==> config.mk <==
export PLATFORM = sky130hd
export DESIGN_NAME = cordic_iter_flat
export DESIGN_NICKNAME = d
export VERILOG_FILES = /design/src/rtl/cordic_pkg.sv /design/src/rtl/cordic_iter_if.sv /design/src/rtl/cordic_atan_lut.sv /design/src/rtl/cordic_iter.sv /design/src/flat_wrapper.sv
export SDC_FILE = /design/constraint.sdc
export NUM_CORES = 1
export LEC_CHECK = 0
export ABC_AREA = 0
export CORE_AREA = 2 2 146 148
export DETAILED_ROUTE_END_ITERATION = 8
export DIE_AREA = 0 0 148 150
export PLACE_DENSITY_LB_ADDON = 0.3
export SLEW_MARGIN = 30
export SYNTH_ARGS = -nofsm -noshare
export SYNTH_HDL_FRONTEND = slang
export SYNTH_SLANG_ARGS = --single-unit
export TNS_END_PERCENT = 1
==> constraint.sdc <==
create_clock -name clock -period 8 [get_ports clock]
set_input_delay 1.2 -clock clock [delete_from_list [all_inputs] [get_ports clock]]
set_output_delay 1.2 -clock clock [all_outputs]
set_load 0.05 [all_outputs]
==> src/rtl/cordic_pkg.sv <==
//==============================================================================
// Module : cordic_pkg
// Brief  : Shared constants and types for the iterative CORDIC engine.
// Rev    : 1.0
//==============================================================================
`default_nettype none

package cordic_pkg;

  localparam logic signed [31:0] HALF_PI = 32'sh6487ED51;
  localparam logic signed [31:0] K_INV   = 32'sh26DD3B6A;
  localparam logic signed [31:0] ONE_Q230 = 32'sh40000000;

  // atan(2^-i) in Q2.30, rounded to nearest
  localparam logic signed [31:0] ATAN_TABLE [32] = '{
    32'sh3243F6A9, 32'sh1DAC6705, 32'sh0FADBAFD, 32'sh07F56EA7,
    32'sh03FEAB77, 32'sh01FFD55C, 32'sh00FFFAAB, 32'sh007FFF55,
    32'sh003FFFEB, 32'sh001FFFFD, 32'sh00100000, 32'sh00080000,
    32'sh00040000, 32'sh00020000, 32'sh00010000, 32'sh00008000,
    32'sh00004000, 32'sh00002000, 32'sh00001000, 32'sh00000800,
    32'sh00000400, 32'sh00000200, 32'sh00000100, 32'sh00000080,
    32'sh00000040, 32'sh00000020, 32'sh00000010, 32'sh00000008,
    32'sh00000004, 32'sh00000002, 32'sh00000001, 32'sh00000000
  };

  typedef enum logic [1:0] {
    ST_IDLE = 2'd0,
    ST_RUN  = 2'd1,
    ST_DONE = 2'd2
  } state_e;

  function automatic logic signed [63:0] q230_scale(input logic signed [31:0] v,
                                                     input int frac);
    logic signed [63:0] t;
    t = 64'(v);
    if (frac <= 30) return t >>> (30 - frac);
    return t <<< (frac - 30);
  endfunction

  function automatic logic signed [31:0] atan_q230(input int idx);
    logic [4:0] sel;
    if (idx < 0 || idx > 31) return 32'sd0;
    sel = idx[4:0];
    return ATAN_TABLE[sel];
  endfunction

endpackage

`default_nettype wire

==> src/rtl/cordic_iter_if.sv <==
//==============================================================================
// Module : cordic_iter_if
// Brief  : Start/done handshake and result bus of the CORDIC engine.
// Rev    : 1.0
//==============================================================================
`default_nettype none

interface cordic_iter_if #(
  parameter int WIDTH = 18
);
  logic                    start;
  logic signed [WIDTH-1:0] in_angle;
  logic                    ready;
  logic                    done;
  logic signed [WIDTH-1:0] cos_out;
  logic signed [WIDTH-1:0] sin_out;
  logic                    range_err;

  modport master (
    output start, in_angle,
    input  ready, done, cos_out, sin_out, range_err
  );

  modport slave (
    input  start, in_angle,
    output ready, done, cos_out, sin_out, range_err
  );
endinterface

`default_nettype wire

==> src/rtl/cordic_atan_lut.sv <==
//==============================================================================
// Module : cordic_atan_lut
// Brief  : Combinational atan(2^-i) lookup rescaled to WIDTH fractional bits.
// Rev    : 1.0
//==============================================================================
`default_nettype none

module cordic_atan_lut
  import cordic_pkg::*;
#(
  parameter int WIDTH = 18,
  parameter int IDX_W = 5
) (
  input  wire logic [IDX_W-1:0]        i_idx,
  output logic signed [WIDTH+1:0]      o_atan
);

  // Output carries 2 integer bits and WIDTH fractional bits (incl. 2 guard bits)
  always_comb begin
    o_atan = (WIDTH+2)'(q230_scale(atan_q230(int'(i_idx)), WIDTH));
  end

endmodule

`default_nettype wire

==> src/rtl/cordic_iter.sv <==
//==============================================================================
// Module : cordic_iter
// Brief  : Iterative CORDIC rotation, one micro-rotation per clock, cos/sin out.
//          Define CORDIC_GAIN_COMP_EN to pre-scale x by K_INV (unity gain).
// Rev    : 1.0
//==============================================================================
`default_nettype none

module cordic_iter
  import cordic_pkg::*;
#(
  parameter int WIDTH = 18,
  parameter int ITER  = 16
) (
  input wire logic     clock,
  input wire logic     init,
  cordic_iter_if.slave bus
);

  localparam int IW    = WIDTH + 2;
  localparam int CNT_W = $clog2(ITER + 1);

  localparam logic [CNT_W-1:0]   C_LAST        = CNT_W'(ITER - 1);
  localparam logic signed [IW-1:0] C_HALF_PI     = IW'(q230_scale(HALF_PI, WIDTH));
  localparam logic signed [IW-1:0] C_NEG_HALF_PI = -C_HALF_PI;
`ifdef CORDIC_GAIN_COMP_EN
  localparam logic signed [IW-1:0] C_X0 = IW'(q230_scale(K_INV, WIDTH));
`else
  localparam logic signed [IW-1:0] C_X0 = IW'(q230_scale(ONE_Q230, WIDTH));
`endif

  state_e                  r_state;
  state_e                  w_next;
  logic                    w_accept;
  logic                    w_last;

  logic [CNT_W-1:0]        r_i;
  logic signed [IW-1:0]    r_x;
  logic signed [IW-1:0]    r_y;
  logic signed [IW-1:0]    r_z;
  logic signed [WIDTH-1:0] r_cos;
  logic signed [WIDTH-1:0] r_sin;
  logic                    r_err;
  logic                    r_err_ld;

  logic signed [IW-1:0]    w_atan;
  logic signed [IW-1:0]    w_ang;
  logic                    w_over;
  logic                    w_under;
  logic signed [IW-1:0]    w_zload;
  logic signed [IW-1:0]    w_xsh;
  logic signed [IW-1:0]    w_ysh;
  logic                    w_neg;
  logic signed [IW:0]      w_xn;
  logic signed [IW:0]      w_yn;
  logic signed [IW-1:0]    w_zn;
  logic signed [IW-1:0]    w_xsat;
  logic signed [IW-1:0]    w_ysat;

  function automatic logic signed [IW-1:0] sat(input logic signed [IW:0] v);
    if (v[IW] == v[IW-1]) return v[IW-1:0];
    return v[IW] ? {1'b1, {(IW-1){1'b0}}} : {1'b0, {(IW-1){1'b1}}};
  endfunction

  cordic_atan_lut #(
    .WIDTH (WIDTH),
    .IDX_W (CNT_W)
  ) u_atan_lut (
    .i_idx  (r_i),
    .o_atan (w_atan)
  );

  always_ff @(posedge clock) begin
    if (init) r_state <= ST_IDLE;
    else      r_state <= w_next;
  end

  always_comb begin
    w_next    = r_state;
    w_accept  = 1'b0;
    w_last    = 1'b0;
    bus.ready = (r_state != ST_RUN);
    bus.done  = (r_state == ST_DONE);
    case (r_state)
      ST_IDLE: begin
        if (bus.start) begin
          w_next   = ST_RUN;
          w_accept = 1'b1;
        end
      end
      ST_RUN: begin
        if (r_i == C_LAST) begin
          w_next = ST_DONE;
          w_last = 1'b1;
        end
      end
      ST_DONE: begin
        if (bus.start) begin
          w_next   = ST_RUN;
          w_accept = 1'b1;
        end else begin
          w_next = ST_IDLE;
        end
      end
      default: w_next = ST_IDLE;
    endcase
  end

  // Angle compared at internal precision (input plus 2 guard bits)
  assign w_ang   = {bus.in_angle, 2'b00};
  assign w_over  = (w_ang > C_HALF_PI);
  assign w_under = (w_ang < C_NEG_HALF_PI);
  assign w_zload = w_over ? C_HALF_PI : (w_under ? C_NEG_HALF_PI : w_ang);

  assign w_neg  = r_z[IW-1];
  assign w_xsh  = r_x >>> r_i;
  assign w_ysh  = r_y >>> r_i;
  assign w_xn   = w_neg ? ({r_x[IW-1], r_x} + {w_ysh[IW-1], w_ysh})
                        : ({r_x[IW-1], r_x} - {w_ysh[IW-1], w_ysh});
  assign w_yn   = w_neg ? ({r_y[IW-1], r_y} - {w_xsh[IW-1], w_xsh})
                        : ({r_y[IW-1], r_y} + {w_xsh[IW-1], w_xsh});
  assign w_zn   = w_neg ? (r_z + w_atan) : (r_z - w_atan);
  assign w_xsat = sat(w_xn);
  assign w_ysat = sat(w_yn);

  // Last micro-rotation lands directly in the output registers
  always_ff @(posedge clock) begin
    if (init) begin
      r_i      <= '0;
      r_x      <= '0;
      r_y      <= '0;
      r_z      <= '0;
      r_cos    <= '0;
      r_sin    <= '0;
      r_err    <= 1'b0;
      r_err_ld <= 1'b0;
    end else if (w_accept) begin
      r_i      <= '0;
      r_x      <= C_X0;
      r_y      <= '0;
      r_z      <= w_zload;
      r_err_ld <= w_over | w_under;
    end else if (r_state == ST_RUN) begin
      r_x <= w_xsat;
      r_y <= w_ysat;
      r_z <= w_zn;
      r_i <= r_i + 1'b1;
      if (w_last) begin
        r_cos <= w_xsat[IW-1:2];
        r_sin <= w_ysat[IW-1:2];
        r_err <= r_err_ld;
      end
    end
  end

  assign bus.cos_out   = r_cos;
  assign bus.sin_out   = r_sin;
  assign bus.range_err = r_err;

endmodule

`default_nettype wire

==> src/flat_wrapper.sv <==
// flat-port wrapper written by rule: the top's interface ports become plain ports
module cordic_iter_flat import cordic_pkg::*;
#(
  parameter int WIDTH = 18,
  parameter int ITER  = 16
)
  (clock, init, bus_start, bus_in_angle, bus_ready, bus_done, bus_cos_out, bus_sin_out, bus_range_err);
  cordic_iter_if #(.WIDTH(WIDTH)) bus_i ();
  input wire logic clock;
  input wire logic init;
  input wire logic [$bits(bus_i.start)-1:0] bus_start;
  input wire logic [$bits(bus_i.in_angle)-1:0] bus_in_angle;
  output wire logic [$bits(bus_i.ready)-1:0] bus_ready;
  output wire logic [$bits(bus_i.done)-1:0] bus_done;
  output wire logic [$bits(bus_i.cos_out)-1:0] bus_cos_out;
  output wire logic [$bits(bus_i.sin_out)-1:0] bus_sin_out;
  output wire logic [$bits(bus_i.range_err)-1:0] bus_range_err;
  assign bus_i.start = bus_start;
  assign bus_i.in_angle = bus_in_angle;
  assign bus_ready = bus_i.ready;
  assign bus_done = bus_i.done;
  assign bus_cos_out = bus_i.cos_out;
  assign bus_sin_out = bus_i.sin_out;
  assign bus_range_err = bus_i.range_err;
  cordic_iter #(.WIDTH(WIDTH), .ITER(ITER)) u_core (.clock(clock), .init(init), .bus(bus_i));
endmodule
# After elaboration in Yosys (flattened, before gate mapping)
# Memories as Yosys holds them, arrays and structs flattened.
# Cells that the tools add are included.
# Widths: inputs -> output; s select.
# word_totals
ff_bits,105
latchBits,0
ramBits,0
romBits,1024
input_bits,21
output_inout_bits,39
wordCells,67
mem_count,1
# classes
addsub,7
n_mul,0
div_mod_pow,0
n_lt_le_gt_ge,3
eq_ne,8
n_shift,2
mux,27
bitwise,3
reduce_logical,6
# memory_table
memory,depth,width,read_ports,rd_ports_with_merged_regs,write_ports,line_no,source
(no name shown),32,32,1,0,0,cordic_pkg.sv:44,return ATAN_TABLE[sel];
# ops
operator,n
$mux 20,11
$mux 32,2
$add 20x20->21,2
$mux 21,2
$sub 20x20->21,2
$sshr 20x5->20,2
$mux 19,2
$add 20x20->20,1
$gt 20x20->1 const B,1
$lt 20x20->1 const B,1
$sub 20x20->20,1
$mux 1,7
$ge 6x6->1 const B,1
$not 5->6,1
$pmux 2 s3,1
$add 5x1->5 const B,1
$eq 5x4->1 const B,1
$mux 2,2
$ne 2x1->1 const B,2
$reduce_or 2->1,2
$reduce_and 3->1,1
$eq 1x1->1,2
$eq 2x1->1 const B,1
$eq 2x2->1 const B,1
6 further kinds,6

# Depth between registers and ports, before layout
# depth
word_depth,8
depth_mapped,29
depth_no_buf,23

# Cells and area by module
# Synthesis repeated with hierarchy kept, for this count alone.
# unflattened
hier_cells,1405
hier_area_um2,11427.2
# modules_own_cells
module,instances,cells_each,area_each_um2,seq_area_each_um2
cordic_iter,1,1332,10930.5,2102.0
cordic_atan_lut,1,73,496.7,0.0

# Worst setup path after synthesis
# No wires, ideal clock.
# synth_timing
kind,register to register
start,reg u_core.r_i[1]
end,reg u_core.r_y[10]
setup_time_ns,0.074
t_arrival_ns,6.077
required_time_ns,7.926
path_slack_ns,1.848
stages_incl_launch_ff,24
n_path_buf,6
synth_period_minus_slack_ns,6.152
path_cell_list,dfxtp_1 > buf_2 > buf_6 > clkbuf_1 > clkbuf_1 > mux4_2 > mux2_2 > mux4_2 > inv_1 > ha_1 > and3_1 > clkbuf_1 > a31oi_1 > xor2_1 > ha_1 > or3_1 > o31ai_1 > o21ai_0 > a221o_1 > o41a_1 > xor2_1 > clkbuf_1 > a21oi_1 > o21ai_0
# synth_via
elab_chain_len,6
word_cells_on_any_way,9
cone_classes,add/sub (2); eq/ne (1); shift (1); mux (5)
# synth_rtl
item,line_no,source
from (decl),cordic_iter.sv:37,logic [CNT_W-1:0] r_i;
from (signal assigned),cordic_iter.sv:147,r_i <= r_i + 1'b1;
$sshr 20x5->20 (*),cordic_iter.sv:116,assign w_xsh = r_x >>> r_i;
$add 20x20->21 or $sub 20x20->21 (tied branches),"cordic_iter.sv:121, cordic_iter.sv:120",
$mux 21 (*),cordic_iter.sv:120,"assign w_yn = w_neg ? ({r_y[IW-1], r_y} - {w_xsh[IW-1], w_xsh})"
$eq 1x1->1,cordic_iter.sv:61,if (v[IW] == v[IW-1]) return v[IW-1:0];
$mux 1,cordic_iter.sv:61,
$mux 20 (*),cordic_iter.sv:62,"return v[IW] ? {1'b1, {(IW-1){1'b0}}} : {1'b0, {(IW-1){1'b1}}};"
to (signal assigned),cordic_iter.sv:145,r_y <= w_ysat;
to (decl),cordic_iter.sv:39,logic signed [IW-1:0] r_y;
# Every way passes the cells marked *; elsewhere a longest branch is shown, timed or not. The select of a mux whose other input is x is not followed.
# A chain may end at the register's enable or synchronous reset.

# Worst setup path after layout
# layout_timing
start,reg u_core.r_i[0]
end,reg u_core.r_x[10]
# layout_via
elab_chain_len,6
word_cells_on_any_way,9
cone_classes,add/sub (2); eq/ne (1); shift (1); mux (5)
# layout_rtl
item,line_no,source
$sshr 20x5->20 (*),cordic_iter.sv:117,assign w_ysh = r_y >>> r_i;
$sub 20x20->21 or $add 20x20->21 (tied branches),"cordic_iter.sv:119, cordic_iter.sv:118",
$mux 21 (*),cordic_iter.sv:118,"assign w_xn = w_neg ? ({r_x[IW-1], r_x} + {w_ysh[IW-1], w_ysh})"
$eq 1x1->1,cordic_iter.sv:61,
$mux 1,cordic_iter.sv:61,
$mux 20 (*),cordic_iter.sv:62,
to (signal assigned),cordic_iter.sv:144,r_x <= w_xsat;
to (decl),cordic_iter.sv:38,logic signed [IW-1:0] r_x;
# Marked as above.

==> flow_summary.yaml <==
detailed_routing:
  remaining_drc_errors: 0
  met1_length_um: 15100
  ant_nets: 0
  wl_um: 36600
  avgViaCountPerCell: 6.55
  vias: 11400
  wl_per_cell_um: 20.9
  route.met2.wl_um: 16500
  dr.pass1.iters: 7
  dr_wl_met3_um: 3590
  routed.top_layer: "met4"
  drt-initial-drc-count: 1281
clocking:
  cts_made_buffers: 9
  htreeDepth: 3
  insertion_delay_ns: 0.38
  hold_buffers: 0
  clockBufferDepth: 2
  cts-root-buf: "clkbuf_16"
  cts_tree: "yes"
  cts_resized: 0
  clkTransAtPathRegs_ns: 0.09
  postCtsSetupBuffers: 0
  clkSinkCount: 105
layout:
  final_cell_mix: "nand2_1, a21oi_1, nor2_1"
  fillCellCount: 1955
  fin_nets: 1566
  area_growth_pct: 9.39
  drive_above_1_share_pct: 8.36
  antennaDiodeCount: 0
  final_common_cell: "nand2_1"
synth:
  synth_nets: 1559
  ys.flop_type: "dfxtp_1"
  async_flop_share_pct: 0
  synthDistinctLibCells: 87
  ys_seq_area_share_pct: 18.9
  synth_area_per_cell_sq_um: 7.62
  synth_edf_count: 0
  ys_warn_count: 0
  synth-seq-cells: 105
  synth_cells: 1459
  syn_area_sq_um: 11100
place:
  port_buffers: 59
  hpwl_um: 27300
  pre_cts_ws_ns: 1.35
  place_congestion: 1.03
floorplanning:
  die_y_um: 150
  die_w_um: 148
  dieArea_sq_um: 22200
  rows: 53
  coreArea_sq_um: 20700
  start_util_pct: 53.7
  io-pin-count: 60
sta:
  rsz0062_at_grt: "no"
  skew_ns: 0.0191
  max_freq_mhz: 147
  maxSlewViolCount: 0
  fin_setup_tns_ns: 0
  fin_ws_ns: 1.18
  tightest_slew_ns: 0.913
  period_share_pct: 85.2
  finalSetupViolations: 0
  relSlewSlack_pct: 38.7
  period_needed_ns: 6.82
  final_hold_viol_count: 0
worst_setup_path:
  cp_max_fo: 36
  crit_required_ns: 8.30
  cp.arrival_ns: 7.12
  crit_type: "flip-flop to flip-flop"
  end_kind: "flip-flop"
  cp-start-kind: "flip-flop"
grt:
  grt_start_max_net_pins: 52
  grt_usage_pct: 32.6
  antenna_found_initial: 0
  grt.overflow.total: 0
  first_global_vias: 10700
  grt_pass1_wl_um: 57300
power_and_ir_drop:
  power_mw: 5.33
  cellPowerDensity_nw_per_um2: 439
  ir_drop_uv: 399
  p_leak_nw: 4.70
outcome:
  outcome: "complete, no violations"
min_path:
  hold_path_class: "flip-flop to flip-flop"
job:
  drv_cap: 0
## routing by layer
metal  global-route usage [%]  up-vias
met5                        0        -
met1                     43.0     5354
met3                     5.82      102
met2                     52.2      614
met4                     14.3        0
li1                         -     5373
## worst paths after layout
kind	depth (start not counted)	from	slack, ns	to
worst max-delay path	23	u_core.r_i[0]$_SDFFE_PP0P_	1.18	u_core.r_x[10]$_SDFFE_PP0P_
worst min-delay path	2	u_core.bus.cos_out[10]$_SDFFE_PP0P_	0.45	u_core.bus.cos_out[10]$_SDFFE_PP0P_
worst max register to register	23	u_core.r_i[0]$_SDFFE_PP0P_	1.18	u_core.r_x[10]$_SDFFE_PP0P_
worst min register to register	2	u_core.bus.cos_out[10]$_SDFFE_PP0P_	0.45	u_core.bus.cos_out[10]$_SDFFE_PP0P_
## power breakdown
group / leakage (nW) / internal [mW] / switching (mW)
logic: 3.69 / 1.57 / 2.44
clock network: 0.153 / 0.228 / 0.256
registers: 0.857 / 0.609 / 0.221
total: 4.70 / 2.41 / 2.92
## registers in the layout, indices dropped and copies added (netlist names)
| register | cells |
|---|---|
| u_core.bus.range_err | 1 |
| u_core.r_z | 20 |
| u_core.r_err_ld | 1 |
| u_core.bus.sin_out | 18 |
| u_core.r_y | 20 |
| u_core.r_i | 5 |
| u_core.bus.cos_out | 18 |
| u_core.r_state | 2 |
| u_core.r_x | 20 |
## cell families after synthesis
| group | count (synthesis) | share of synthesized area [%] |
|---|---|---|
| AO/OA/AOI/OAI | 496 | 28.2 |
| XOR/XNOR | 103 | 8.18 |
| adder cells (fa/ha/maj) | 82 | 9.36 |
| buffers and inverters | 128 | 5.20 |
| flip-flops | 105 | 18.9 |
| multiplexers | 81 | 10.8 |
| AND/OR/NAND/NOR | 464 | 19.3 |
## worst max-delay path, stage by stage (launching register included)
cell	delay [ns]
dfxtp_2	0.94
buf_4	0.40
nand2b_1	0.22
a2bb2oi_1	0.19
o211ai_1	0.22
mux4_2	0.55
inv_1	0.10
ha_1	0.18
o2111ai_1	0.15
nand2b_1	0.20
nor2_1	0.25
a21oi_1	0.14
xnor2_1	0.17
ha_1	0.39
a21o_1	0.22
a2bb2oi_1	0.26
nand2_1	0.14
a221oi_1	0.35
a21oi_1	0.18
xor2_2	0.44
buf_4	0.33
o311ai_0	0.29
and3_1	0.27
a21oi_1	0.15
## through the flow
stage	hold WS (ns)	std cells	instance area, sq um	util (%)
floorplan	0.432	1459	11100	-
global placement	0.434	1730	11900	57.3
detailed placement	0.442	1730	11900	57.3
CTS	0.454	1746	12200	58.8
global route	0.475	1746	12200	58.8
finish	0.450	1746	12200	58.8
## synthesized netlist by cell type (5+ instances only)
cell type	n	area, sq um
ha_1	76	951
a21oi_1	147	736
buf_1	8	30.0
and3_1	8	50.1
o211ai_1	21	158
o21a_1	12	90.1
xor2_1	45	394
a21o_1	13	97.6
buf_6	11	124
or2_2	12	75.1
inv_1	32	120
dfxtp_1	105	2100
xnor2_1	57	499
o21ai_0	105	526
a31oi_1	22	138
and2_1	15	93.8
nand3_1	19	95.1
a41oi_1	5	43.8
o21bai_1	8	60.1
nand2b_1	27	169
a311oi_1	5	43.8
or3_1	7	43.8
mux2i_1	35	350
o31ai_1	8	60.1
nor2b_1	19	119
o21ai_1	25	125
mux4_2	30	676
nor3_1	28	140
nand2_1	184	691
o22ai_1	11	68.8
a211oi_1	31	233
mux2_2	13	146
a31o_2	5	43.8
buf_2	9	45.0
a22oi_1	9	67.6
nor2_1	122	458
clkbuf_1	63	236
## cell type report
class                   instances  area (sq um)  area share, %
multi-input cells            1226          8460           69.5
flip-flops and latches        105          2110           17.3
repair buffers                 88           808           6.65
well taps                     275           344           2.83
clock buffers                   9           225           1.85
inverters                      36           135           1.11
clock inverters                 7          86.3          0.710
Note: power is estimated with default switching activity, not from simulation.
